File: src/rtl/fsm_sequence_generator.sv
// Bit-serial MSB-first word transmitter with optional idle gap and a saturating frame counter.
// Define SEQGEN_PARITY_EN to append an even-parity bit after the data bits of every frame.
module fsm_sequence_generator #(
  parameter int WIDTH = 4,
  parameter int GAP   = 0,
  parameter int CNT_W = 8
) (
  input  logic             clk,
  input  logic             rst,
  input  logic             load_valid,
  input  logic [WIDTH-1:0] load_data,
  output logic             load_ready,
  output logic             out,
  output logic             out_valid,
  output logic             busy,
  output logic             done,
  output logic [CNT_W-1:0] frame_count
);

`ifdef SEQGEN_PARITY_EN
  localparam int FBITS = WIDTH + 1;
`else
  localparam int FBITS = WIDTH;
`endif
  localparam int              BCW      = $clog2(FBITS);
  localparam logic [BCW-1:0]  BIT_LAST = BCW'(FBITS - 1);
  localparam logic [7:0]      GAP_LAST = 8'((GAP > 0) ? GAP - 1 : 0);
  localparam logic [CNT_W-1:0] CNT_MAX = '1;

  typedef enum logic [1:0] {
    S_IDLE  = 2'd0,
    S_SHIFT = 2'd1,
    S_GAP   = 2'd2
  } state_t;

  state_t             r_state;
  logic [FBITS-1:0]   r_shreg;
  logic [BCW-1:0]     r_bitcnt;
  logic [7:0]         r_gapcnt;
  logic               r_out;
  logic               r_out_valid;
  logic               r_busy;
  logic               r_done;
  logic [CNT_W-1:0]   r_frame_count;

  state_t             w_state_nxt;
  logic [FBITS-1:0]   w_shreg_nxt;
  logic [BCW-1:0]     w_bitcnt_nxt;
  logic [7:0]         w_gapcnt_nxt;
  logic               w_out_nxt;
  logic               w_done_nxt;
  logic [CNT_W-1:0]   w_frame_nxt;
  logic [FBITS-1:0]   w_load_word;
  logic               w_accept;

  assign load_ready = (r_state == S_IDLE) && rst;
  assign w_accept   = load_valid && load_ready;

`ifdef SEQGEN_PARITY_EN
  assign w_load_word = {load_data, ^load_data};
`else
  assign w_load_word = load_data;
`endif

  always_comb begin
    w_state_nxt  = r_state;
    w_shreg_nxt  = r_shreg;
    w_bitcnt_nxt = r_bitcnt;
    w_gapcnt_nxt = r_gapcnt;
    case (r_state)
      S_IDLE: begin
        if (w_accept) begin
          w_shreg_nxt  = w_load_word;
          w_bitcnt_nxt = BIT_LAST;
          w_state_nxt  = S_SHIFT;
        end
      end
      S_SHIFT: begin
        w_shreg_nxt = r_shreg << 1;
        if (r_bitcnt == '0) begin
          w_state_nxt  = (GAP > 0) ? S_GAP : S_IDLE;
          w_gapcnt_nxt = GAP_LAST;
        end else begin
          w_bitcnt_nxt = r_bitcnt - BCW'(1);
        end
      end
      S_GAP: begin
        if (r_gapcnt == '0) begin
          w_state_nxt = S_IDLE;
        end else begin
          w_gapcnt_nxt = r_gapcnt - 8'd1;
        end
      end
      default: w_state_nxt = S_IDLE;
    endcase
  end

  // Outputs are registered from next-state values so they line up with the state they describe.
  always_comb begin
    w_out_nxt   = (w_state_nxt == S_SHIFT) && w_shreg_nxt[FBITS-1];
    w_done_nxt  = (w_state_nxt == S_SHIFT) && (w_bitcnt_nxt == '0);
    w_frame_nxt = r_frame_count;
    if (w_done_nxt && (r_frame_count != CNT_MAX)) begin
      w_frame_nxt = r_frame_count + CNT_W'(1);
    end
  end

  always_ff @(posedge clk) begin
    if (!rst) begin
      r_state       <= S_IDLE;
      r_shreg       <= '0;
      r_bitcnt      <= '0;
      r_gapcnt      <= '0;
      r_out         <= 1'b0;
      r_out_valid   <= 1'b0;
      r_busy        <= 1'b0;
      r_done        <= 1'b0;
      r_frame_count <= '0;
    end else begin
      r_state       <= w_state_nxt;
      r_shreg       <= w_shreg_nxt;
      r_bitcnt      <= w_bitcnt_nxt;
      r_gapcnt      <= w_gapcnt_nxt;
      r_out         <= w_out_nxt;
      r_out_valid   <= (w_state_nxt == S_SHIFT);
      r_busy        <= (w_state_nxt != S_IDLE);
      r_done        <= w_done_nxt;
      r_frame_count <= w_frame_nxt;
    end
  end

  assign out         = r_out;
  assign out_valid   = r_out_valid;
  assign busy        = r_busy;
  assign done        = r_done;
  assign frame_count = r_frame_count;

endmodule

File: config.mk
export PLATFORM = sky130hd
export DESIGN_NAME = fsm_sequence_generator
export DESIGN_NICKNAME = d
export VERILOG_FILES = /design/src/rtl/fsm_sequence_generator.sv
export SDC_FILE = /design/constraint.sdc
export NUM_CORES = 1
export LEC_CHECK = 0
export CELL_PAD_IN_SITES_DETAIL_PLACEMENT = 0
export CELL_PAD_IN_SITES_GLOBAL_PLACEMENT = 2
export CORE_MARGIN = 8
export CORE_UTILIZATION = 34
export DETAILED_ROUTE_END_ITERATION = 12
export PLACE_DENSITY_LB_ADDON = 0.1
export SKIP_LAST_GASP = 1
export SLEW_MARGIN = 0
export SYNTH_ARGS = -nofsm -noshare
export SYNTH_HDL_FRONTEND = slang
export SYNTH_SLANG_ARGS = --single-unit
File: constraint.sdc
create_clock -name clk -period 3 [get_ports clk]
set_input_delay 0.6 -clock clk [delete_from_list [all_inputs] [get_ports clk]]
set_output_delay 0.6 -clock clk [all_outputs]
set_load 0.01 [all_outputs]
==> flow_summary.rst, run 1 <==
.. list-table::
   :header-rows: 1

   * - Metric
     - Value
   * - Run status
     - finished, final reports clean
   * - Number of flops mapped to enable cells by yosys
     - 0
   * - Endpoint with the worst hold slack
     - r_shreg[0]$_SDFFE_PN0P_
   * - Die area
     - 6140 µm²
   * - Dpl hpwl
     - 2050 µm
   * - Worst hold-check slack
     - 0.481 ns
   * - Pin count of the biggest net entering global routing
     - 23
   * - Via count of the first global-routing pass
     - 1008
   * - Number of antenna repair diodes
     - 0
   * - Starting density of the core
     - 0.359
   * - Nets
     - 176
   * - Root buffer cell
     - sky130_fd_sc_hd__clkbuf_8
   * - Final GP Congestion
     - 0.790
   * - Post-CTS setup buffer count
     - 0
   * - Clock buffers created by TritonCTS
     - 3
   * - Number of antenna violations at the first check in global routing
     - 0
   * - Portion of the clock cycle consumed by the worst path in the final layout
     - 0.787
   * - Mapped Area
     - 1320 µm²
   * - Maximum level of the CTS H-tree
     - 1
   * - FF/Latch Area
     - 561 µm²
   * - Leakage power summed over all cells
     - 0.000587 µW
   * - Global routing usage summed across all routing layers
     - 0.0941
   * - Yosys cell types
     - 45
   * - Core region area
     - 3690 µm²
   * - R2r endpoint
     - frame_count[5]$_SDFFE_PN0P_
   * - Synth Register Bits
     - 28
   * - Most used flip-flop cell after synthesis
     - sky130_fd_sc_hd__dfxtp_1
   * - Hold Crit Depth
     - 2
   * - Post-placement setup slack
     - 0.633 ns
   * - Power density of the placed cells
     - 418 nW/µm²
   * - Residual overflow from global routing
     - 0
   * - Synthesized netlist cell count
     - 146
   * - Overall power
     - 674 µW
   * - Final Hold Vio Count
     - 0
   * - Post-synthesis sequential area ratio
     - 0.424
   * - Total wirelength of the detailed-routed design
     - 2770 µm
   * - Clock sink count
     - 28
   * - Worst clock skew
     - 0.00540 ns
   * - Final count of negative-setup-slack endpoints
     - 0
   * - Number of gates given a new drive strength after cts
     - 0
   * - Number of remaining DRC errors
     - 0
   * - Layout cells sized above 1
     - 0.0606
   * - Die X
     - 78.4 µm
   * - Area taken by multi-input logic gates
     - 718 µm²
   * - IR Drop Worst-Case VDD
     - 0.142 mV
   * - Rel. slew slack
     - 0.596
   * - Measured slew at the worst slew-check pin
     - 0.601 ns
   * - Post-synth ARST share
     - 0
   * - Count of pins on the block boundary
     - 20
   * - CTS max path bufs
     - 2
   * - RSZ-0062 raised after global routing
     - false
   * - Worst hold path startpoint
     - r_shreg[0]$_SDFFE_PN0P_
   * - Number of port buffers
     - 19
   * - Placed Cells
     - 209
   * - Via-per-instance ratio
     - 5.04
   * - Remaining number of nets flagged by the antenna check after routing
     - 0
   * - Path type of the worst min-delay path
     - flip-flop to flip-flop
   * - Clock-pin slew on the worst setup and hold paths
     - 0.09 ns
   * - Achievable clock frequency
     - 423 MHz
   * - Max Fanout on Critical Path
     - 2
   * - Register-to-register setup slack
     - 1.14 ns
   * - Kind of critical path
     - input pin to output port
   * - Post-synth net total
     - 156
   * - Warnings from Yosys
     - 0
   * - TNS Setup
     - 0 ns
   * - Worst-skew pair later-pin latency
     - 0.27 ns
   * - Mean area per synthesized cell
     - 9.06 µm²
   * - Average wire per standard cell
     - 13.0 µm
   * - Worst path required time
     - 2.40 ns
   * - Cell depth of the worst flop-to-flop path
     - 4
   * - Setup WS post-layout
     - 0.638 ns
   * - Hold buffer count at cts
     - 0
   * - Area growth from synthesis to final layout
     - 22.0%
   * - Final Max Slew Viols
     - 0
   * - Beginning of the worst register-to-register path
     - r_state[0]$_SDFF_PN0_
   * - Number of maximum-capacitance violations
     - 0
   * - Routed via count
     - 1073
   * - Die Span Y
     - 78.4 µm
   * - Clock period minus final worst setup slack
     - 2.36 ns
   * - Clock tree from TritonCTS
     - yes
   * - Number of inserted filler cells in the final layout
     - 382
   * - DRC violation total after the first TritonRoute iteration
     - 64
   * - Layout Cells excl Fill
     - 213
   * - Number of optimization iterations in the first detailed-route pass
     - 4
   * - First-pass GRT wire length
     - 4740 µm
   * - FP Rows
     - 22
   * - Crit end category
     - output port
   * - Startpoint types
     - input pin
   * - Crit path DAT
     - 1.76 ns
[placed cells by master, fill, tap and decap left out, types with 2 or more instances in the layout]
cell / instances
sky130_fd_sc_hd__a21boi_0: 6
sky130_fd_sc_hd__a22oi_1: 2
sky130_fd_sc_hd__a31oi_1: 2
sky130_fd_sc_hd__and2_1: 8
sky130_fd_sc_hd__clkbuf_8: 4
sky130_fd_sc_hd__clkdlybuf4s50_1: 19
sky130_fd_sc_hd__dfxtp_1: 28
sky130_fd_sc_hd__ha_1: 3
sky130_fd_sc_hd__inv_1: 6
sky130_fd_sc_hd__mux2i_1: 2
sky130_fd_sc_hd__nand2_1: 17
sky130_fd_sc_hd__nand3_1: 4
sky130_fd_sc_hd__nand3b_1: 2
sky130_fd_sc_hd__nor2_1: 10
sky130_fd_sc_hd__nor2b_1: 4
sky130_fd_sc_hd__nor3_1: 2
sky130_fd_sc_hd__o211ai_1: 3
sky130_fd_sc_hd__o21a_1: 2
sky130_fd_sc_hd__o21ai_0: 4
sky130_fd_sc_hd__o31ai_1: 4
sky130_fd_sc_hd__or4_1: 3
sky130_fd_sc_hd__xnor2_1: 5
sky130_fd_sc_hd__xor2_1: 2
[power breakdown]
| group | switching [µW] | internal (µW) | total (µW) |
|---|---|---|---|
| Sequential | 8.38 | 381 | 389 |
| Clock | 115 | 117 | 232 |
| Combinational | 26.2 | 26.9 | 53.1 |
| Total | 149 | 525 | 674 |
[final cells by class]
type / count / area share
well taps: 48 / 0.0372
clock buffers: 4 / 0.0341
flip-flops and latches: 28 / 0.347
multi-input cells: 107 / 0.445
repair buffers: 20 / 0.122
inverters: 6 / 0.0140
[cells by family (layout without fill, tap and decap cells)]
kind of cell               after synthesis  count (layout)  synth area share
AOI/OAI and AO/OA                       33              33             0.194
and+or+nand+nor                         62              62             0.259
DFF                                     28              28             0.424
muxes                                    2               2            0.0151
xor gates and xnor gates                 7               7            0.0464
buffers and inverters                   11              30            0.0331
adders and majority gates                3               3            0.0284
[synthesized netlist by cell type (3+ instances only)]
master	number	area (µm²)
sky130_fd_sc_hd__a21boi_0	6	45.0
sky130_fd_sc_hd__clkbuf_1	3	11.3
sky130_fd_sc_hd__inv_1	6	22.5
sky130_fd_sc_hd__o31ai_1	4	30.0
sky130_fd_sc_hd__nand3_1	4	20.0
sky130_fd_sc_hd__o211ai_1	3	22.5
sky130_fd_sc_hd__nor2_1	10	37.5
sky130_fd_sc_hd__nand2_1	17	63.8
sky130_fd_sc_hd__ha_1	3	37.5
sky130_fd_sc_hd__and2_1	8	50.1
sky130_fd_sc_hd__xnor2_1	5	43.8
sky130_fd_sc_hd__nor2b_1	4	25.0
sky130_fd_sc_hd__o21ai_0	4	20.0
sky130_fd_sc_hd__or4_1	3	22.5
sky130_fd_sc_hd__dfxtp_1	28	561
[metrics by stage]
step            util  area (µm²)
5_1_grt        0.438        1610
2_1_floorplan      -        1320
6_report       0.438        1610
4_1_cts        0.438        1610
3_5_place_dp   0.423        1560
3_3_place_gp   0.423        1560
[registers in the layout, summed over array words and instances, names as in the netlist]
register / cells
out: 1
r_state: 2
out_valid: 1
r_gapcnt: 8
done: 1
r_shreg: 4
frame_count: 8
r_bitcnt: 2
busy: 1
[routing by layer]
layer  global-route usage  part of all wire  routed length (µm)
met1                0.126              0.49                1340
met2                0.136              0.45                1240
met3               0.0262             0.058                 159
met4               0.0444            0.0087                  24
met5                    0                 0                   0
[worst max path at each step]
stage	from	end	slack (ns)
5_1_grt	r_state[1]$_SDFF_PN0_	load_ready	0.58
4_1_cts	rst	load_ready	0.63
3_5_place_dp	rst	load_ready	0.63
2_1_floorplan	r_gapcnt[0]$_SDFFE_PN0P_	r_gapcnt[4]$_SDFFE_PN0P_	1.33
6_report	rst	load_ready	0.64
3_3_place_gp	rst	load_ready	0.64
[worst max-delay path, stage by stage]
cell and delay [ns]:
sky130_fd_sc_hd__clkdlybuf4s50_1 0.48, sky130_fd_sc_hd__and2_1 0.13, sky130_fd_sc_hd__clkdlybuf4s50_1 0.54
(Power assumes the default switching activity.)
==> run 2: changes to the inputs <==
CORE_UTILIZATION = 32   (was 34)
clock period = 2.2 ns   (was 3 ns; I/O delays follow)
==> flow_summary.rst, run 2 (synthesis results as in run 1) <==
.. list-table::
   :header-rows: 1

   * - Metric
     - Value
   * - Worst path required time
     - 1.76 ns
   * - Number of optimization iterations in the first detailed-route pass
     - 4
   * - Cell depth of the worst flop-to-flop path
     - 6
   * - Worst-skew pair later-pin latency
     - 0.27 ns
   * - Setup WS post-layout
     - 0.152 ns
   * - Clock tree from TritonCTS
     - yes
   * - Post-placement setup slack
     - 0.186 ns
   * - Die Span Y
     - 80.3 µm
   * - Starting density of the core
     - 0.331
   * - Pin count of the biggest net entering global routing
     - 23
   * - Total wirelength of the detailed-routed design
     - 2880 µm
   * - Crit end category
     - output port
   * - Number of maximum-capacitance violations
     - 0
   * - Number of gates given a new drive strength after cts
     - 0
   * - RSZ-0062 raised after global routing
     - false
   * - Slowest cell delay on critical path
     - 0.53 ns
   * - Dpl hpwl
     - 2160 µm
   * - Clock-pin slew on the worst setup and hold paths
     - 0.10 ns
   * - Post-CTS setup buffer count
     - 0
   * - Clock buffers created by TritonCTS
     - 3
   * - Maximum level of the CTS H-tree
     - 1
   * - Measured slew at the worst slew-check pin
     - 0.581 ns
   * - Layout cells sized above 1
     - 0.0663
   * - Final count of negative-setup-slack endpoints
     - 0
   * - Startpoint types
     - flip-flop
   * - Clock period minus final worst setup slack
     - 2.05 ns
   * - Crit path DAT
     - 1.61 ns
   * - Standard cell with the maximum stage delay on the critical path
     - sky130_fd_sc_hd__clkdlybuf4s50_1
   * - Number of antenna repair diodes
     - 0
   * - Kind of critical path
     - flip-flop to output port
   * - Clock sink count
     - 28
   * - DRC violation total after the first TritonRoute iteration
     - 55
   * - Cell-by-cell trace of the critical path
     - nor2_1 > and2_1 > clkdlybuf4s50_1
   * - Hold buffer count at cts
     - 0
   * - Hold Crit Depth
     - 2
   * - Core region area
     - 4000 µm²
   * - Number of antenna violations at the first check in global routing
     - 0
   * - Number of remaining DRC errors
     - 0
   * - Routed via count
     - 1109
   * - Achievable clock frequency
     - 488 MHz
   * - Via count of the first global-routing pass
     - 1052
   * - Remaining number of nets flagged by the antenna check after routing
     - 0
   * - First-pass GRT wire length
     - 4810 µm
   * - Final GP Congestion
     - 0.719
   * - CTS max path bufs
     - 2
   * - Average wire per standard cell
     - 13.3 µm
   * - Worst clock skew
     - 0.00907 ns
   * - Most frequent cells in the layout
     - sky130_fd_sc_hd__dfxtp_1, sky130_fd_sc_hd__clkdlybuf4s50_1, sky130_fd_sc_hd__nand2_1
   * - Final Max Slew Viols
     - 0
   * - Via-per-instance ratio
     - 5.13
   * - Count of pins on the block boundary
     - 20
   * - Path type of the worst min-delay path
     - flip-flop to flip-flop
   * - Commonest non-fill, non-tap cell in the layout
     - sky130_fd_sc_hd__dfxtp_1
   * - Nets
     - 177
   * - Number of port buffers
     - 19
   * - IR Drop Worst-Case VDD
     - 0.280 mV
   * - Portion of the clock cycle consumed by the worst path in the final layout
     - 0.931
   * - Final Hold Vio Count
     - 0
   * - Power density of the placed cells
     - 567 nW/µm²
   * - FP Rows
     - 23
   * - Residual overflow from global routing
     - 0
   * - Global routing usage summed across all routing layers
     - 0.0925
   * - Die X
     - 80.3 µm
   * - Max Fanout on Critical Path
     - 13
   * - Die area
     - 6450 µm²
   * - Area growth from synthesis to final layout
     - 22.8%
   * - Leakage power summed over all cells
     - 0.000592 µW
   * - Run status
     - finished, final reports clean
   * - Rel. slew slack
     - 0.610
   * - TNS Setup
     - 0 ns
   * - Root buffer cell
     - sky130_fd_sc_hd__clkbuf_8
==> run 2: report_power, final <==
part	total, µW	internal (µW)	switching [µW]
Clock	316	160	156
Sequential	530	519	11.3
Combinational	74.4	38.0	36.4
==> run 2: critical path: cells and delay by family (launching register included) <==
family,cells,cell delay (ns)
DFF,1,0.42
and+or+nand+nor,2,0.38
buffers and inverters,1,0.53
==> run 2: per-stage QoR <==
stage | utilization | total power [µW] | hold slack (ns) | cells | cell area [µm²]
3_3_place_gp | 0.392 | 617 | 0.459 | 212 | 1570
2_1_floorplan | - | 581 | 0.444 | 146 | 1320
5_1_grt | 0.406 | 977 | 0.511 | 216 | 1620
4_1_cts | 0.406 | 944 | 0.479 | 216 | 1620
3_5_place_dp | 0.392 | 617 | 0.464 | 212 | 1570
6_report | 0.406 | 921 | 0.473 | 216 | 1620
==> run 2: path summary, 6_finish.rpt <==
check	startpoint	to	slack, ns
max	r_state[1]$_SDFF_PN0_	load_ready	0.15
min	r_shreg[1]$_SDFFE_PN0P_	r_shreg[1]$_SDFFE_PN0P_	0.47
max reg2reg	r_gapcnt[0]$_SDFFE_PN0P_	r_gapcnt[4]$_SDFFE_PN0P_	0.39
min reg2reg	r_shreg[1]$_SDFFE_PN0P_	r_shreg[1]$_SDFFE_PN0P_	0.47
==> run 2: cell type report <==
class / count / area, µm²
multi-input cells: 107 / 718
flip-flops and latches: 28 / 561
clock buffers: 4 / 55.1
well taps: 50 / 62.6
repair buffers: 21 / 205
inverters: 6 / 22.5
fillers: 411 / 2380
==> run 2: routing by layer <==
layer,vias up,GRT usage,wire length (µm)
met5,-,0,0
met3,4,0.0279,180
met2,25,0.149,1370
met1,515,0.114,1290
met4,0,0.0327,36
li1,565,-,-
